[src/rtl/pblaze_regfile_if.sv]
// Picoblaze register-file window: N_REGS host->PB bytes, N_REGS PB->host bytes,
// host strobes, and (with PBLAZE_REGFILE_IRQ_EN defined) change detect + maskable interrupt.
module pblaze_regfile_if #(
  parameter int                  N_REGS    = 4,
  parameter logic [7:0]          BASE_ADDR = 8'h00,
  parameter logic [8*N_REGS-1:0] OUT_RESET = {N_REGS{8'h00}}
) (
  input  logic                  clk,
  input  logic                  reset,
  input  logic                  Wr_Strobe,
  input  logic                  Rd_Strobe,
  input  logic [7:0]            AddrIn,
  input  logic [7:0]            DataIn,
  output logic [7:0]            DataOut,
  output logic                  Interrupt,
  input  logic                  Interrupt_Ack,
  input  logic [8*N_REGS-1:0]   host_in,
  output logic [8*N_REGS-1:0]   host_out,
  output logic [N_REGS-1:0]     host_out_stb,
  output logic [N_REGS-1:0]     host_in_rd
);

  localparam int              AW       = $clog2(N_REGS) + 1;
  localparam logic [AW-1:0]   OFF_CHG  = AW'(N_REGS);
  localparam logic [AW-1:0]   OFF_MASK = AW'(N_REGS + 1);

  logic            hit;
  logic [AW-1:0]   off;
  logic            wr_hit;
  logic            rd_hit;
  logic [N_REGS-1:0] sel;
  logic [7:0]      rd_data;
  logic [7:0]      chg_rd;
  logic [7:0]      mask_rd;

  assign hit    = (AddrIn[7:AW] == BASE_ADDR[7:AW]);
  assign off    = AddrIn[AW-1:0];
  assign wr_hit = Wr_Strobe & hit;
  assign rd_hit = Rd_Strobe & hit;

  always_comb begin
    sel = '0;
    for (int i = 0; i < N_REGS; i++) sel[i] = (off == AW'(i));
  end

  always_comb begin
    rd_data = 8'h00;
    for (int i = 0; i < N_REGS; i++)
      if (sel[i]) rd_data = host_in[8*i +: 8];
    if (off == OFF_CHG)  rd_data = chg_rd;
    if (off == OFF_MASK) rd_data = mask_rd;
  end

  // Strobe semantics: host_out_stb[i] / host_in_rd[i] are single-cycle pulses with no
  // back-pressure, registered so they coincide with the new host_out byte / DataOut value.
  always_ff @(posedge clk or posedge reset) begin
    if (reset) begin
      DataOut      <= 8'h00;
      host_out     <= OUT_RESET;
      host_out_stb <= '0;
      host_in_rd   <= '0;
    end else begin
      if (hit) DataOut <= rd_data;
      host_in_rd   <= rd_hit ? sel : '0;
      host_out_stb <= wr_hit ? sel : '0;
      for (int i = 0; i < N_REGS; i++)
        if (wr_hit && sel[i]) host_out[8*i +: 8] <= DataIn;
    end
  end

`ifdef PBLAZE_REGFILE_IRQ_EN
  logic [8*N_REGS-1:0] prev;
  logic                primed;
  logic [N_REGS-1:0]   chg;
  logic [N_REGS-1:0]   mask;
  logic [N_REGS-1:0]   diff;
  logic [N_REGS-1:0]   clr;
  logic [N_REGS-1:0]   chg_nxt;
  logic [N_REGS-1:0]   mask_nxt;
  logic                irq_event;
  logic                irq_q;

  always_comb begin
    diff = '0;
    for (int i = 0; i < N_REGS; i++)
      diff[i] = primed && (host_in[8*i +: 8] != prev[8*i +: 8]);
    clr      = (wr_hit && off == OFF_CHG) ? DataIn[N_REGS-1:0] : '0;
    // A set in the same cycle as a W1C clear wins.
    chg_nxt  = (chg & ~clr) | diff;
    mask_nxt = (wr_hit && off == OFF_MASK) ? DataIn[N_REGS-1:0] : mask;
    // An event is a masked flag rising, whether from a new change or from unmasking.
    irq_event = |(chg_nxt & mask_nxt & ~(chg & mask));
    chg_rd  = 8'h00;
    mask_rd = 8'h00;
    chg_rd[N_REGS-1:0]  = chg;
    mask_rd[N_REGS-1:0] = mask;
  end

  always_ff @(posedge clk or posedge reset) begin
    if (reset) begin
      prev   <= '0;
      primed <= 1'b0;
      chg    <= '0;
      mask   <= '0;
      irq_q  <= 1'b0;
    end else begin
      prev   <= host_in;
      primed <= 1'b1;
      chg    <= chg_nxt;
      mask   <= mask_nxt;
      irq_q  <= irq_event | (irq_q & ~Interrupt_Ack);
    end
  end

  assign Interrupt = irq_q;
`else
  logic unused_ack;

  assign chg_rd     = 8'h00;
  assign mask_rd    = 8'h00;
  assign Interrupt  = 1'b0;
  assign unused_ack = Interrupt_Ack;
`endif

endmodule

[config.mk]
export PLATFORM = sky130hd
export DESIGN_NAME = pblaze_regfile_if
export DESIGN_NICKNAME = d
export VERILOG_FILES = /design/src/rtl/pblaze_regfile_if.sv
export SDC_FILE = /design/constraint.sdc
export NUM_CORES = 1
export LEC_CHECK = 0
export ABC_CLOCK_PERIOD_IN_PS = 2800
export CORE_MARGIN = 2
export CORE_UTILIZATION = 31
export DETAILED_ROUTE_END_ITERATION = 8
export PLACE_DENSITY = 0.62
export SETUP_SLACK_MARGIN = 0.4
export SYNTH_ARGS = -nofsm -noshare
export SYNTH_HDL_FRONTEND = slang
export SYNTH_SLANG_ARGS = --single-unit
export TNS_END_PERCENT = 30
[constraint.sdc]
create_clock -name clk -period 2.8 [get_ports clk]
set_clock_uncertainty 0.2 [all_clocks]
set_input_delay 0.42 -clock clk [delete_from_list [all_inputs] [get_ports clk]]
set_output_delay 0.42 -clock clk [all_outputs]
set_load 0.005 [all_outputs]
==> results of run 1 <==
[area by class of cell]
class / instances / area [µm²] / share of cell area, %
sequential: 48 / 1200 / 37.6
timing repair buffer: 104 / 1030 / 32.2
multi-input combinational: 65 / 758 / 23.7
tap: 77 / 96.3 / 3.01
clock buffer: 6 / 82.6 / 2.58
inverter: 5 / 18.8 / 0.587
clock inverter: 2 / 10.0 / 0.313
[metal layers]
layer	track usage, %	wire length, µm	vias to the layer above
met5	0	0	-
met4	7.36	131	0
met3	2.65	160	14
met2	25.7	2690	39
met1	18.5	2070	711
li1	-	-	660
[path summary, 6_finish.rpt]
kind                              start            to  cells past startpoint
max                           AddrIn[4]  host_out[10]                      4
min                        host_out[18]  host_out[18]                      1
max reg2reg                 host_out[0]   host_out[0]                      1
min reg2reg                host_out[18]  host_out[18]                      1
max in group asynchronous         reset   host_out[5]                      3
min in group asynchronous         reset    DataOut[2]                      2
[power groups by stage]
stage	Combinational, mW	Sequential (mW)	Clock [mW]
floorplan	0.0843	0.771	0
global placement	0.269	0.768	0
detailed placement	0.273	0.769	0
CTS	0.274	0.756	0.439
global route	0.288	0.761	0.464
finish	0.268	0.756	0.418
[layout by cell type, fill, tap and decap left out, drive strengths merged]
cell / n
clkdlybuf4s50: 99
dfrtp: 48
mux2: 32
mux4: 8
a22o: 8
clkbuf: 6
buf: 5
inv: 5
nor2: 3
nand4b: 3
nor3b: 2
nand2: 2
clkinv: 2
nor3: 2
nor4b: 1
nand4: 1
nand3: 1
and3b: 1
conb: 1
[per-stage QoR]
| stage | hold slack, ps | utilization [%] |
|---|---|---|
| floorplan | 298 | - |
| global placement | 288 | 49.1 |
| detailed placement | 291 | 49.1 |
| CTS | 312 | 50.6 |
| global route | 328 | 50.6 |
| finish | 310 | 50.6 |
[sequential cells by signal (all words and copies together), names as in the netlist]
register / count
host_out: 32
host_out_stb: 4
host_in_rd: 4
DataOut: 8
[cell families after synthesis]
family                 share of synthesized area, %
AOI/OAI and AO/OA                              3.49
DFF                                            59.8
and+or+nand+nor                                7.16
buffers and inverters                          2.43
muxes                                          26.9
other                                         0.187
==> impl_metrics.json, run 1 <==
{
  "cts_setup_buffers": 0,
  "grt_pass1_wl_um": 8350,
  "drive_gt1_share_pct": 26.5,
  "p_per_area_mw_per_mm2": 451,
  "p_comb_share_pct": 18.6,
  "drv_slew": 0,
  "fp-row-count": 29,
  "yosysWarnings": 0,
  "synthDistinctLibCells": 20,
  "leakage_nw": 1.49,
  "crit_type": "primary input to register",
  "cts.repair.resized": 0,
  "crit_chain": "clkdlybuf4s50_1 > nor3_2 > nand4b_2 > mux2_2",
  "p_seq_share_pct": 52.4,
  "setup_violations": 0,
  "first_global_vias": 1599,
  "holdCritPathClass": "register to register",
  "worstPathArrival_ps": 2260,
  "max_cap_violations": 0,
  "grt_overflow": 0,
  "clockBufferDepth": 2,
  "drtPass1Iterations": 4,
  "async_flop_share_pct": 100,
  "grt_usage_pct": 15.1,
  "syn-num-nets": 177,
  "vias": 1424,
  "finalCriticalPeriod_ps": 2270,
  "dpl.cell_count": 299,
  "placed_area_mm2": 0.00310,
  "synth-edff-count": 0,
  "netlist_instances": 124,
  "total_power_mw": 1.44,
  "relSlewSlack_pct": 47.1,
  "swShare_pct": 22.5,
  "cts_root_buffer": "clkbuf_8",
  "critPathTopFamily": "simple AND/OR/NAND/NOR gates",
  "antenna_found_initial": 0,
  "synthFlopType": "dfrtp_1",
  "slowest_delay_ps": 500,
  "final.setup.tns_ps": 0,
  "synth_area_per_cell_um2": 16.2,
  "clock-sinks": 48,
  "die_area_mm2": 0.00714,
  "nNetsFinal": 282,
  "htreeDepth": 2,
  "wl_um": 5050,
  "switchingPower_mw": 0.325,
  "hold_buffers": 0,
  "irDropWorstVdd_uv": 291,
  "post-place-ws_ps": 173,
  "intPower_mw": 1.12,
  "period_share_pct": 81.2,
  "drt-wirelength-per-cell_um": 16.4,
  "area_growth_pct": 59.1,
  "io_pins": 102,
  "die_y_um": 84.5,
  "ys_top_cells_by_count": "dfrtp_1 (48), mux2_2 (32), a22o_1 (8), mux4_2 (8), inv_1 (5)",
  "fmax_mhz": 440,
  "cts_buffers": 5,
  "critical_path.max_fanout": 9,
  "critPathLaunchType": "primary input",
  "yosysMostFrequentCell": "dfrtp_1",
  "fillerInstances": 574,
  "hold_viol": 0,
  "crit_required_ps": 2790,
  "via_per_inst": 4.64,
  "cts_tree": "done",
  "start_util_pct": 31.8,
  "clkTransAtPathRegs_ps": 90,
  "reg2reg_slack_ps": 1820,
  "ys_seq_elements": 48,
  "setup_ws_ps": 526,
  "syn_area_mm2": 0.00201,
  "grt_setup_unrepaired": "false",
  "first_iter_violations": 51,
  "final_cells": 307,
  "postLayoutCellArea_mm2": 0.00320,
  "netlist.area_leader.share_pct": 59.8,
  "postRouteAntennaNets": 0,
  "ys_top_cells_by_area": "dfrtp_1 (60%), mux2_2 (18%), mux4_2 (9.0%), a22o_1 (3.5%), nand4b_2 (1.5%)",
  "antenna_cells": 0,
  "status": "complete, no violations",
  "core_region_area_mm2": 0.00631,
  "cp_num_buf_inv": 1,
  "p_clk_share_pct": 29.0,
  "worstMarginPinSlew_ps": 792,
  "port_buffers": 99,
  "cp-end-kind": "register",
  "synth_largest_area_cell": "dfrtp_1",
  "grt_start_max_net_pins": 40,
  "die-width_um": 84.5,
  "ys_seq_area_share_pct": 59.8,
  "clock_latency_ps": 290,
  "cpMaxStageDelayCell": "nor3_2",
  "drc_errors": 0,
  "gp_congestion": 0.774
}
Note: power is estimated with default switching activity, not from simulation.
==> run 2, diff against run 1 <==
ABC_CLOCK_PERIOD_IN_PS = 2100   (was 2800)
clock period = 2.1 ns   (was 2.8 ns; I/O delays follow)
==> impl_metrics.json, run 2 (synthesis results as in run 1) <==
{
  "status": "complete, no violations",
  "cts_buffers": 5,
  "vias": 1495,
  "core_region_area_mm2": 0.00631,
  "worstPathArrival_ps": 1680,
  "drive_gt1_share_pct": 31.0,
  "hold_viol": 0,
  "irDropWorstVdd_uv": 355,
  "final_cells": 322,
  "slowest_delay_ps": 410,
  "clock_latency_ps": 290,
  "reg.largest.list": "host_out (32), DataOut (8)",
  "setup_violations": 0,
  "crit_required_ps": 2080,
  "clockBufferDepth": 2,
  "area_growth_pct": 72.1,
  "final_common_cell": "clkdlybuf4s50_1",
  "holdCritPathClass": "primary input to asynchronous set/reset pin",
  "drt-wirelength-per-cell_um": 16.4,
  "max_cap_violations": 0,
  "antenna_found_initial": 0,
  "fillerInstances": 546,
  "critical_path.max_fanout": 5,
  "nNetsFinal": 297,
  "grt_start_max_net_pins": 31,
  "crit_type": "primary input to register",
  "clkTransAtPathRegs_ps": 90,
  "leakage_nw": 1.84,
  "dp_hpwl_um": 3900,
  "layout_common_cells": "clkdlybuf4s50_1 (78), dfrtp_1 (48), mux2_2 (31)",
  "crit_chain": "clkdlybuf4s50_1 > nor3_2 > buf_4 > nand4_4 > buf_12 > mux2_4",
  "first_iter_violations": 44,
  "cts_root_buffer": "clkbuf_8",
  "period_share_pct": 80.9,
  "die-width_um": 84.5,
  "largest_register": "host_out",
  "finalCriticalPeriod_ps": 1700,
  "die_area_mm2": 0.00714,
  "antenna_cells": 0,
  "wl_um": 5280,
  "first_global_vias": 1620,
  "hold_buffers": 0,
  "critPathTopFamily": "buffers and inverters",
  "io_pins": 102,
  "p_per_area_mw_per_mm2": 565,
  "drv_slew": 0,
  "clock-sinks": 48,
  "gp_congestion": 0.680,
  "dpl.cell_count": 306,
  "final.setup.tns_ps": 0,
  "start_util_pct": 31.8,
  "via_per_inst": 4.64,
  "largest_reg_flops": 32,
  "postRouteAntennaNets": 0,
  "grt_setup_unrepaired": "true",
  "die_y_um": 84.5,
  "grt_pass1_wl_um": 8570,
  "drc_errors": 0,
  "grt_overflow": 0,
  "drtPass1Iterations": 4,
  "port_buffers": 99,
  "cts_tree": "done",
  "grt_usage_pct": 15.6,
  "critPathLaunchType": "primary input",
  "cp_num_buf_inv": 3,
  "htreeDepth": 2,
  "fp-row-count": 29,
  "cp-end-kind": "register",
  "fmax_mhz": 589,
  "cpMaxStageDelayCell": "clkdlybuf4s50_1"
}
[run 2: timing repair]
| item | 4_1_cts | 5_1_grt |
|---|---|---|
| gates cloned | 2 | 0 |
| gates resized for setup | 12 | 15 |
| buffers inserted | 3 | 3 |
| setup endpoints to repair | 50 | 56 |
| pin swaps | 2 | 0 |
[run 2: path summary, 6_finish.rpt]
path | to | cells after the start | slack, ps | start
max | host_out[31] | 6 | 400 | AddrIn[3]
min | DataOut[4] | 2 | 130 | reset
max reg2reg | host_out[31] | 2 | 1020 | host_out[31]
min reg2reg | host_out[6] | 1 | 310 | host_out[6]
max in group asynchronous | host_out[11] | 3 | 1070 | reset
min in group clk | host_out[6] | 1 | 310 | host_out[6]
[run 2: area by class of cell]
type | instances | area [µm²] | area share, %
multi-input cells | 65 | 781 | 22.6
flip-flops and latches | 48 | 1200 | 34.7
inverters | 5 | 18.8 | 0.543
well taps | 77 | 96.3 | 2.79
clock buffers | 7 | 86.3 | 2.50
repair buffers | 119 | 1270 | 36.6
clock inverters | 1 | 7.51 | 0.217
[run 2: per-stage QoR]
stage | worst slack [ps] | power (mW) | cell area [µm²] | utilization, % | hold WS, ps
4_1_cts | 375 | 1.99 | 3400 | 53.8 | 136
3_5_place_dp | -103 | 1.39 | 3210 | 50.8 | 292
5_1_grt | 375 | 2.05 | 3460 | 54.8 | 165
2_1_floorplan | 419 | 1.14 | 2020 | - | 266
3_3_place_gp | -100 | 1.39 | 3210 | 50.8 | 287
6_report | 402 | 1.95 | 3460 | 54.8 | 127
[run 2: power breakdown]
group	switching (mW)	leakage, nW	internal [mW]
combinational	0.116	1.14	0.261
sequential	0.0278	0.659	0.978
clock	0.302	0.0445	0.268
[run 2: routing by layer]
layer,share of wire (%),up-vias,track usage (%)
li1,-,696,-
met1,43,751,20.0
met2,52,36,26.1
met3,2.4,12,2.16
met4,3.1,0,7.22
met5,0,-,0
==> run 3, diff against run 2 <==
ABC_CLOCK_PERIOD_IN_PS = 1400   (was 2100)
PLACE_DENSITY = 0.64   (was 0.62)
clock period = 1.4 ns   (was 2.1 ns; I/O delays follow)
==> impl_metrics.json, run 3 (synthesis results as in run 1) <==
{
  "final_common_cell": "buf_2",
  "clock-sinks": 48,
  "switchingPower_mw": 0.700,
  "htreeDepth": 2,
  "p_seq_share_pct": 49.4,
  "grt_pass1_wl_um": 9110,
  "area_growth_pct": 68.0,
  "largest_reg_flops": 32,
  "antenna_cells": 0,
  "cpMaxStageDelayCell": "mux2_4",
  "drt-wirelength-per-cell_um": 17.5,
  "crit_chain": "buf_8 > nor4b_4 > buf_4 > buf_6 > nand4b_4 > buf_12 > mux2_4",
  "grt_start_max_net_pins": 30,
  "clockBufferDepth": 2,
  "intPower_mw": 2.35,
  "first_global_vias": 1632,
  "drc_errors": 0,
  "final.setup.tns_ps": -125,
  "critical_path.max_fanout": 5,
  "fp-row-count": 29,
  "first_iter_violations": 20,
  "hold_slack_ps": -9.55,
  "layout_common_cells": "buf_2 (50), dfrtp_1 (48), dlygate4sd2_1 (32)",
  "postLayoutCellArea_mm2": 0.00337,
  "vias": 1575,
  "highest_layer": "met4",
  "drive_gt1_share_pct": 58.3,
  "final_util_pct": 53.4,
  "dr_wl_met3_um": 158,
  "p_comb_share_pct": 16.0,
  "finalCriticalPeriod_ps": 1440,
  "antenna_found_initial": 0,
  "irDropWorstVdd_uv": 572,
  "drv_slew": 0,
  "placed_area_mm2": 0.00323,
  "cts_root_buffer": "clkbuf_8",
  "holdCritPathClass": "primary input to asynchronous set/reset pin",
  "grt_usage_pct": 16.5,
  "io_pins": 102,
  "r2r_cells": 2,
  "period_share_pct": 103,
  "gp_congestion": 0.701,
  "nNetsFinal": 306,
  "die-width_um": 84.5,
  "worstPathArrival_ps": 1420,
  "clock_latency_ps": 290,
  "dp_hpwl_um": 3910,
  "die_y_um": 84.5,
  "critPathLaunchType": "primary input",
  "violations": "hold timing, setup timing",
  "clkTransAtPathRegs_ps": 90,
  "fmax_mhz": 694,
  "p_clk_share_pct": 34.6,
  "hold_viol": 6,
  "largest_register": "host_out",
  "leakage_nw": 1.86,
  "postRouteAntennaNets": 0,
  "via_per_inst": 4.76,
  "crit_required_ps": 1380,
  "slowest_delay_ps": 290,
  "start_util_pct": 31.8,
  "port_buffers": 99,
  "die_area_mm2": 0.00714,
  "drt-met1-wl_um": 2450,
  "cts_buffers": 5,
  "reg.largest.list": "host_out (32), DataOut (8)",
  "max_cap_violations": 0,
  "core_region_area_mm2": 0.00631,
  "met2_length_um": 3090,
  "post-place-ws_ps": -718,
  "wl_um": 5810,
  "drtPass1Iterations": 4,
  "p_per_area_mw_per_mm2": 905,
  "cts_tree": "done",
  "grt_setup_unrepaired": "true",
  "cp-end-kind": "register",
  "grt_overflow": 0,
  "setup_ws_ps": -40.9,
  "status": "finished with violations",
  "swShare_pct": 22.9,
  "setup_violations": 11,
  "crit_type": "primary input to register"
}
[run 3: cell count changes in the layout (fill, tap and decap cells not counted), moves of 3 or more]
cell / before / now
clkbuf_16: 0 / 3
dlygate4sd2_1: 7 / 32
buf_2: 0 / 50
dlymetal6s2s_1: 14 / 1
inv_1: 4 / 1
buf_6: 1 / 8
clkdlybuf4s50_1: 78 / 10
[run 3: power by group through the flow]
stage	clock [mW]	combinational (mW)	sequential, mW
after floorplan	0	0.184	1.54
after global placement	0	0.558	1.54
after detailed placement	0	0.560	1.54
after CTS	1.09	0.488	1.51
after global routing	1.14	0.528	1.52
final	1.06	0.488	1.51
[run 3: area by class of cell]
cell class,count,area (µm²)
Clock buffer,6,82.6
Clock inverter,2,38.8
Fill cell,575,2940
Inverter,5,22.5
Multi-Input combinational cell,66,840
Sequential cell,48,1200
Tap cell,77,96.3
Timing Repair Buffer,127,1090
[run 3: timing repair]
item | in CTS | in global routing
cloned | 4 | 1
setup buffers | 9 | 3
pin swaps | 18 | 16
endpoints found under the hold margin | 4 | 0
resized for setup | 283 | 9
endpoints found under the setup margin | 96 | 96
[run 3: through the flow]
step	instances	power [mW]
floorplan	124	1.73
global placement	306	2.09
detailed placement	306	2.10
CTS	327	3.09
global route	331	3.19
finish	331	3.05
[run 3: final timing paths]
path / startpoint / endpoint / slack (ps)
min in group clk: AddrIn[2] / host_in_rd[3] / 110
max in group asynchronous: reset / host_out[7] / 590
setup / recovery: AddrIn[2] / host_out[19] / -40
setup reg to reg: host_out[25] / host_out[25] / 340
hold reg to reg: host_out[20] / host_out[20] / 310
hold / removal: reset / host_out_stb[3] / -10
[run 3: critical path: cells and delay by family]
| kind | cells | cell delay (ps) |
|---|---|---|
| buffers and inverters | 4 | 530 |
| muxes | 1 | 290 |
| and+or+nand+nor | 2 | 390 |
[run 3: layer usage]
metal	up-vias	GRT usage [%]
met5	-	0
met4	0	4.91
met3	8	2.36
met2	30	27.3
met1	819	22.7
li1	718	-
